<file path="config.mk">
export PLATFORM = sky130hd
export DESIGN_NAME = riscv_sim_ctrl
export DESIGN_NICKNAME = d
export VERILOG_FILES = /design/src/rtl/riscv_sim_ctrl.sv
export SDC_FILE = /design/constraint.sdc
export NUM_CORES = 1
export LEC_CHECK = 0
export CAP_MARGIN = 15
export CORE_ASPECT_RATIO = 1.25
export CORE_MARGIN = 5
export CORE_UTILIZATION = 53
export CTS_CLUSTER_SIZE = 10
export DETAILED_ROUTE_END_ITERATION = 7
export PLACE_DENSITY = 0.86
export SLEW_MARGIN = 20
export SYNTH_ARGS = -nofsm -noshare
export SYNTH_HDL_FRONTEND = slang
export SYNTH_SLANG_ARGS = --single-unit
</file>
<file path="constraint.sdc">
create_clock -name CLK -period 4.31 [get_ports CLK]
set_input_delay 0.862 -clock CLK [delete_from_list [all_inputs] [get_ports CLK]]
set_output_delay 0.862 -clock CLK [all_outputs]
set_load 0.005 [all_outputs]
</file>
<file path="src/rtl/riscv_sim_ctrl.sv">
// riscv_sim_ctrl: passive end-of-test monitor (PC-spin halt, watchdog, result register verdict).
// Define RISCV_SIM_CTRL_FINISH_EN to add a simulation-only report-and-$finish block.
module riscv_sim_ctrl #(
    parameter int unsigned TIMEOUT_CYCLES = 100000,
    parameter int unsigned HALT_CYCLES    = 8,
    parameter int unsigned RESULT_REG     = 10,
    parameter logic [31:0] PASS_VALUE     = 32'h0000_0001,
    parameter int unsigned CNT_WIDTH      = 32
) (
    input  logic                 CLK,
    input  logic                 RSTn,
    input  logic                 I_MEM_CSN,
    input  logic [31:0]          I_MEM_ADDR,
    input  logic                 RF_WE,
    input  logic [4:0]           RF_WA,
    input  logic [31:0]          RF_WD,
    output logic                 DONE,
    output logic                 PASS,
    output logic                 FAIL,
    output logic                 TIMEOUT,
    output logic [31:0]          RESULT,
    output logic [CNT_WIDTH-1:0] CYCLE_CNT,
    output logic [CNT_WIDTH-1:0] FETCH_CNT
);
    localparam int SW = $clog2(HALT_CYCLES) + 1;

    typedef enum logic [1:0] {IDLE, RUN, FIN} state_t;
    state_t state, state_nxt;

    logic [31:0]   last_addr;
    logic [SW-1:0] stall;
    logic          valid;
    logic          fetch, rep, halt, tmo, wr, pass_now;

    always_comb begin
        fetch     = !I_MEM_CSN;
        rep       = fetch && I_MEM_ADDR == last_addr;
        wr        = RF_WE && RF_WA == 5'(RESULT_REG) && RESULT_REG != 0 && state != FIN;
        // the verdict sees a qualifying write landing on the halting edge
        pass_now  = (valid || wr) && (wr ? RF_WD : RESULT) == PASS_VALUE;
        halt      = state == RUN && rep && stall == SW'(HALT_CYCLES - 1);
        tmo       = state == RUN && CYCLE_CNT == CNT_WIDTH'(TIMEOUT_CYCLES);
        state_nxt = (state == IDLE && fetch) ? RUN : (halt || tmo) ? FIN : state;
    end

    always_ff @(posedge CLK) begin
        if (!RSTn) begin
            state     <= IDLE;
            last_addr <= '0;
            stall     <= '0;
            valid     <= 1'b0;
            RESULT    <= '0;
            CYCLE_CNT <= '0;
            FETCH_CNT <= '0;
            DONE      <= 1'b0;
            PASS      <= 1'b0;
            FAIL      <= 1'b0;
            TIMEOUT   <= 1'b0;
        end else begin
            state <= state_nxt;
            if (wr) begin
                RESULT <= RF_WD;
                valid  <= 1'b1;
            end
            if (state == IDLE && fetch) begin
                last_addr <= I_MEM_ADDR;
                stall     <= '0;
                CYCLE_CNT <= CNT_WIDTH'(1);
                FETCH_CNT <= CNT_WIDTH'(1);
            end
            if (state == RUN) begin
                if (fetch) begin
                    FETCH_CNT <= FETCH_CNT + CNT_WIDTH'(FETCH_CNT != '1);
                    stall     <= rep ? stall + 1'b1 : '0;
                    last_addr <= I_MEM_ADDR;
                end
                if (!tmo)
                    CYCLE_CNT <= CYCLE_CNT + CNT_WIDTH'(CYCLE_CNT != '1);
                if (halt) begin
                    DONE <= 1'b1;
                    PASS <= pass_now;
                    FAIL <= !pass_now;
                end else if (tmo) begin
                    DONE    <= 1'b1;
                    TIMEOUT <= 1'b1;
                end
            end
        end
    end

`ifdef RISCV_SIM_CTRL_FINISH_EN
    logic done_d;
    always_ff @(posedge CLK) begin
        done_d <= RSTn && DONE;
        if (RSTn && DONE && !done_d) begin
            $display("riscv_sim_ctrl: %s RESULT=%h CYCLE_CNT=%0d FETCH_CNT=%0d",
                     PASS ? "PASS" : TIMEOUT ? "TIMEOUT" : "FAIL", RESULT, CYCLE_CNT, FETCH_CNT);
            $finish;
        end
    end
`endif
endmodule

</file>
Word level (Yosys, flattened, before mapping). Cells that the tools add are included.

Bits in registers: 139.

Equal/unequal tests: 9. Muxes and demuxes: 18. Add/sub/neg operators: 3. Reductions and logical operators: 19. Bitwise gates (word level): 2.

Operators with widths (number): two-way mux 32 bit (10); adder 32 x 1 -> 32 bit (2); inequality test 32 bit, second input constant (2); equality test 32 x 1 -> 1 bit, second input constant (1); equality test 32 x 17 -> 1 bit, second input constant (1); equality test 32 bit (1); two-way mux 4 bit (4); logical AND 1 bit (8); equality test 5 x 4 -> 1 bit, second input constant (1); adder 4 x 1 -> 4 bit, second input constant (1); equality test 4 x 3 -> 1 bit, second input constant (1); two-way mux 1 bit (4); AND reduction 2 bit (2); nonzero test 2 bit (2); AND reduction 3 bit (1); equality test 2 x 1 -> 1 bit, second input constant (1); zero test 1 bit (2); zero test 2 bit (1); logical OR 1 bit (2); inequality test 2 bit, second input constant (1); inverter 1 bit (2); OR reduction 2 bit (1).

Longest topological paths before layout. Gate-level depths: netlist (run 1).

Word-level depth: 7. Mapped depth: 12. Depth with buffers taken out: 12.

Least setup slack after synthesis (run 1). OpenSTA, ideal clock, no wires.

Path type: register to register. Start: reg FETCH_CNT[2]. End: reg FETCH_CNT[14]. Arrival: 2.553 ns. Period minus slack after synthesis: 2.667 ns. Stages on the path, launching flop included: 13. Data required time: 4.195 ns. Path slack: 1.643 ns. Cell sequence: dfxtp_1 -> nand4_2 -> or3b_4 -> nor2_1 -> nand4_1 -> or3_1 -> ha_1 -> ha_1 -> nand2_1 -> nor3_2 -> and3_1 -> mux2i_1 -> and2_1.

Longest elaborated chain between the ends: 4.

RTL lines: start: declaration (RTL line 23) `output logic [CNT_WIDTH-1:0] FETCH_CNT`; start signal: assignment (RTL line 73) `FETCH_CNT <= FETCH_CNT + CNT_WIDTH'(FETCH_CNT != '1);`; inequality test 32 bit (RTL line 73); adder 32 x 1 -> 32 bit (*) (RTL line 73); two-way mux 32 bit (*) (RTL line 72) `if (fetch) begin`; two-way mux 32 bit (*) (RTL line 71) `if (state == RUN) begin`.

Every way passes the cells marked *; elsewhere a longest branch is shown, timed or not. A chain may end at the register's enable or synchronous reset.

Worst setup path after layout (run 1). Same ends and word-level chain as after synthesis.

==> implementation parameters, run 1 <==
Parameter                              Value

Cells and area
  Proportion of layout cells with a drive suffix above 1    0.05572
  Area occupied by registers    2783 µm²
  Multi-input combinational cell area    ~3800 µm²
  Commonest cells after routing, fill and taps aside    186 x nand2_1, 171 x clkdlybuf4s50_1, 139 x dfxtp_1
  Area growth, synth to finish    36.33%
  Final core utilization    0.7342
  Total inserted antenna cells    0
  Fill cell count    932
  Number of nets in the layout    1055
  Most common cell after layout, fill and taps aside    nand2_1

Logic synthesis
  Synthesized area per cell    roughly 8.3 µm²
  Number of flops mapped to enable cells by yosys    0
  Total of flip-flops plus latches after synthesis    ~140
  Yosys synthesis warning count    0
  Number of unique standard cell types used by synthesis    56
  Syn nets    895
  Cell count after synthesis    815
  Fraction of the yosys area taken by sequential cells    0.4100
  Post-synthesis instance area    6788 µm²
  Ys async rst share    0
  Prevailing post-synth register cell    dfxtp_1

Clock tree
  CTS tree    yes
  Bufs on Longest Clock Path    2
  Clk Latency, worst-skew pair    ~420 ps
  Clk sinks    139
  Maximum level of the CTS H-tree    4
  Root buffer cell    clkbuf_16
  Inserted Clock Buffers    17
  Number of buffers inserted to repair setup after CTS    0
  Clock input transition at the sequential cells of the worst setup and hold paths    approximately 60 ps
  Count of instances resized after the clock tree is built    0
  Hold-fix buffers at CTS    0

Die
  Core Box Area    12600 µm²
  Placement Rows    46
  Die Y    136.5 µm
  Die outline area    15180 µm²
  DIE WIDTH    111.2 µm
  Num ports    173
  Starting Density    0.5385

Place
  Input/output buffers    172
  Last weighted congestion value of the routability-driven placer    0.8029
  DP HPWL    12.63 mm

Flow run
  Number of max-cap violations    0

STA
  Share of the clock period used by the worst path    0.6709
  Final-report hold violation count    0
  Worst Max-Slew Pin Slew    approximately 1100 ps
  Post-Route Skew    8.604 ps
  Period minus WS final    around 2900 ps
  Headroom to the max-slew limit    0.2969
  RSZ-0062 raised after global routing    no
  Setup Total Neg Slack    0 ps
  Final-report max-slew violation count    0
  F_max    345.8 MHz
  Setup Viol. Count Final    0

Detailed routing
  Pre-Repair DR Iteration Count    4
  DRC violation count after routing    0
  Remaining antenna violation count after routing    0
  Wirelength per Cell    15.47 µm
  Total wirelength of the detailed-routed design    17.87 mm
  Routed vias    6311
  Initial detailed-routing violation count    351
  Via density per instance    5.464

Setup path
  Number of buffer and inverter instances along the worst setup path    0
  CP max-delay cell    or3b_4
  Worst Path Max Fanout    7
  Startpoint kind of the worst setup timing path    register
  Series of cell instances along the critical path    nand4_2, or3b_4, nor2_1, nand4_1, or3_1, ha_1, ha_1, nand2_1, nor3_2, and3_1, mux2i_1, and2_1
  Required time of the critical path    4620 ps
  Cell type with the highest occurrence count on the critical path    ha_1
  Class of the most critical setup path    reg -> reg
  Arrival time of the worst setup path    3200 ps
  Critical Path Sink Type    register
  Slowest Stage Delay on Critical Path    460 ps
  CP delay by family, top    simple AND/OR/NAND/NOR gates

Power
  Combinational group share of total power    0.071
  Sequential Power Share    0.429
  Static leakage power    3.484 nW
  Total design power    3.089 mW
  Areal power density over the cells    ~330 nW/µm²
  P_int    2.423 mW
  Net Switching    about 0.67 mW
  Sw Share    0.2157
  Clock share of power    0.500
  Maximum ir drop on the vdd rail    223.5 µV

Global route
  Overall routing resource usage    0.2296
  Vias in the first global route    a little over 6000
  Global-route wire length before repair    28.88 mm
  Sum of overflow across all layers after global routing    0
  Initial antenna violation count    0
  Largest net degree at the start of global routing    89

Outcome
  Outcome    completed

Hold path
  Worst hold path class    reg -> reg
==> worst paths after layout <==
check	from	end	slack (ps)	cells past startpoint
setup / recovery	FETCH_CNT[2]	FETCH_CNT[14]	1420	12
setup reg to reg	FETCH_CNT[2]	FETCH_CNT[14]	1420	12
hold / removal	valid	valid	460	1
hold reg to reg	valid	valid	460	1
==> synthesized netlist by cell type (all sizes together) (2+ instances only) <==
master,instances,share of area
nand2,187,0.10
dfxtp,139,0.41
a21boi,76,0.084
and2,36,0.033
nand3,36,0.027
clkbuf,34,0.019
nor2,32,0.018
and3,31,0.029
nand4,31,0.034
mux2i,25,0.037
nor4,22,0.022
xnor2,22,0.028
o21a,21,0.023
o21ai,13,0.0096
inv,11,0.0061
or3,10,0.010
nor3,9,0.0074
o211ai,8,0.0088
ha,7,0.013
nand2b,6,0.0055
xor2,6,0.0077
and4,5,0.0068
nor2b,5,0.0046
or2,5,0.0046
or4,5,0.0061
o211a,4,0.0059
o31ai,4,0.0052
buf,3,0.0018
nor3b,3,0.0050
nor4b,3,0.0039
nand4b,2,0.0026
o311ai,2,0.0026
==> power groups by stage <==
stage | logic, mW | clock network, mW | registers (mW)
floorplan | 0.107 | 0 | 1.35
finish | 0.221 | 1.54 | 1.33
detailed placement | 0.221 | 0 | 1.35
CTS | 0.222 | 1.56 | 1.33
global placement | 0.219 | 0 | 1.35
global route | 0.241 | 1.62 | 1.33
==> layer usage <==
metal  vias up  global-route usage  part of all wire
met5         -                   0                 0
met4         0              0.1136             0.037
met3        45             0.04909             0.047
met2       167              0.4098              0.51
met1      2915              0.2603              0.41
li1       3184                   -                 -
==> through the flow <==
step	setup slack, ps	cell area [µm²]	hold slack [ps]	std cells
after floorplan	1643	6788	432.7	815
after global placement	1386	8627	446.7	1124
after detailed placement	1319	8627	453.7	1124
after CTS	1429	9254	466.4	1155
after global routing	1201	9254	485.0	1155
final	1418	9254	458.5	1155
==> kinds of logic after synthesis <==
group / synth area share
simple gates: 0.3298
flops: 0.4100
compound gates: 0.1477
buf+inv: 0.02673
xor+xnor: 0.03613
mux: 0.03687
fa+ha+maj: 0.01290
==> cell type report <==
class	count	area share
Multi-Input combinational cell	628	0.4137
Sequential cell	139	0.3007
Timing Repair Buffer	178	0.1906
Clock buffer	21	0.04976
Tap cell	168	0.02272
Clock inverter	10	0.01798
Inverter	11	0.004462
Note: power is estimated with default switching activity, not from simulation.
==> run 2, diff against run 1 <==
Settings changed: CORE_UTILIZATION 53 to 49, PLACE_DENSITY 0.86 to 0.8.
Clock period 4.31 ns to 2.8 ns, I/O delays scaled along.
==> run 2 against run 1 <==
Power is 49% higher. Maximum frequency is 8.7% higher. Final area is 3.3% higher. First-iteration DRC count is 28% higher. Utilization is 3.6 points lower. Combinational power is 57% higher. Sequential power is 53% higher. Clock skew is 5.1 ps higher. Non-clock buffer count is 41 higher. Via count is 3.3% higher. Setup slack worse by 1300 ps. Critical endpoint unchanged. Largest cell class unchanged.
==> implementation parameters, run 2 (synthesized netlist as in run 1, its figures left out) <==
Parameter                              Value

STA
  Post-Route Skew    around 14 ps
  Setup Total Neg Slack    0 ps
  Period minus WS final    2659 ps
  F_max    376.1 MHz
  Setup Viol. Count Final    0
  Final-report hold violation count    0
  Share of the clock period used by the worst path    0.9497
  Final-report max-slew violation count    0
  Worst Max-Slew Pin Slew    between 500 and 600 ps
  Headroom to the max-slew limit    0.6088

Global route
  Fraction of met2 tracks used by global routing    0.3793
  Vias in the first global route    6162
  Met1 layer usage reported by global route    0.2683
  Met3 usage in global routing    0.05247
  Global-route wire length before repair    between 20 and 30 mm
  Most heavily used metal layer in global routing    met2
  Largest net degree at the start of global routing    72
  Overall routing resource usage    0.2227
  Initial antenna violation count    0
  Sum of overflow across all layers after global routing    0

Die
  Starting Density    0.4957
  Placement Rows    48
  Die outline area    16320 µm²
  DIE WIDTH    115.3 µm
  Core Box Area    13690 µm²
  Die Y    141.6 µm
  Num ports    173

Cells and area
  Final design instance area without fill    9563 µm²
  Fill cell count    1140
  Proportion of layout cells with a drive suffix above 1    0.1030
  Commonest cells after routing, fill and taps aside    185 x nand2_1, 171 x clkdlybuf4s50_1, 132 x dfxtp_1
  Most common cell after layout, fill and taps aside    nand2_1
  Number of nets in the layout    approximately 1100
  Total inserted antenna cells    0
  Final standard cell count with taps included and fillers excluded    1204
  Area growth, synth to finish    40.88%

Place
  Number of instances in the placed design    1168
  Input/output buffers    ~170
  Last weighted congestion value of the routability-driven placer    0.8199
  Cell area reported after detailed placement    8926 µm²
  DP HPWL    ~13 mm

Detailed routing
  DRC violation count after routing    0
  Total wirelength of the detailed-routed design    between 15 and 20 mm
  Pre-Repair DR Iteration Count    6
  Initial detailed-routing violation count    roughly 450
  Via density per instance    5.414
  Routed vias    6519
  Remaining antenna violation count after routing    0
  Wirelength per Cell    between 15 and 20 µm

Setup path
  Cell count of the worst reg-to-reg path    12
  Worst Path Max Fanout    5
  Startpoint kind of the worst setup timing path    register
  Required time of the critical path    3120 ps
  Class of the most critical setup path    reg -> reg
  Arrival time of the worst setup path    slightly below 3000 ps
  Critical Path Sink Type    register

Clock tree
  Clk Latency, worst-skew pair    420 ps
  Root buffer cell    clkbuf_16
  Clock input transition at the sequential cells of the worst setup and hold paths    60 ps
  Maximum level of the CTS H-tree    4
  Hold-fix buffers at CTS    0
  Bufs on Longest Clock Path    2
  Inserted Clock Buffers    17
  Clk sinks    139
  CTS tree    yes

Hold path
  Worst hold path class    reg -> reg
  Hold Crit Depth    1

Power
  Total design power    4.605 mW
  Maximum ir drop on the vdd rail    ~350 µV
  Areal power density over the cells    481.6 nW/µm²
  Static leakage power    3.687 nW

Outcome
  Outcome    completed

Flow run
  Number of max-cap violations    0
[run 2: cell count changes in the layout (fill, tap and decap cells not counted), moves of 2 or more]
cell | before | now
clkinv_2 | 1 | 4
clkinv_4 | 3 | 0
clkbuf_1 | 2 | 4
bufinv_16 | 4 | 2
clkbuf_8 | 2 | 4
dfxtp_1 | 139 | 132
dfxtp_2 | 0 | 7
buf_4 | 7 | 47
[run 2: where the power goes]
group	internal, mW	switching (mW)	leakage (nW)
combinational	0.188	0.159	2.27
sequential	2.01	0.0277	1.13
clock	1.40	0.819	0.287
[run 2: area by class of cell]
type / instances / area (µm²) / area share
Clock buffer: 25 / 495.5 / 0.05181
Clock inverter: 7 / 87.58 / 0.009159
Inverter: 11 / 41.29 / 0.004318
Multi-Input combinational cell: 628 / 3844 / 0.4019
Sequential cell: 139 / 2791 / 0.2919
Tap cell: 175 / 219.0 / 0.02290
Timing Repair Buffer: 219 / 2085 / 0.2180
[run 2: repair_timing]
item / CTS / global route
setup endpoints to repair: 0 / 20
buffers inserted: 0 / 4
gates resized for setup: 0 / 11
[run 2: critical path, cell delays in order (launching register included)]
cell     delay [ps]
dfxtp_2         340
and3_4          190
or3b_4          410
nor2_1          110
nand4_1         100
or3_4           350
ha_1            200
ha_1            190
nand2_2         110
nor3_2           90
and3_1          200
mux2i_1         120
and2_1          160
[run 2: metrics by stage]
| step | setup slack (ps) | hold slack [ps] | utilization |
|---|---|---|---|
| 2_1_floorplan | 132.5 | 432.7 | - |
| 3_3_place_gp | 127.5 | 449.2 | 0.6519 |
| 3_5_place_dp | 65.43 | 456.4 | 0.6519 |
| 4_1_cts | 32.15 | 467.0 | 0.6944 |
| 5_1_grt | -28.20 | 489.0 | 0.6984 |
| 6_report | 140.9 | 463.9 | 0.6984 |
[run 2: final timing paths]
| kind | startpoint | to | slack [ps] |
|---|---|---|---|
| worst min register to register | valid | valid | 460 |
| worst max register to register | FETCH_CNT[9] | FETCH_CNT[14] | 140 |
| worst min-delay path | valid | valid | 460 |
| worst max-delay path | FETCH_CNT[9] | FETCH_CNT[14] | 140 |
[run 2: per-layer routing]
metal / part of all wire / vias to the layer above
li1: - / 3265
met1: 0.42 / 3071
met2: 0.51 / 155
met3: 0.047 / 28
met4: 0.022 / 0
met5: 0 / -
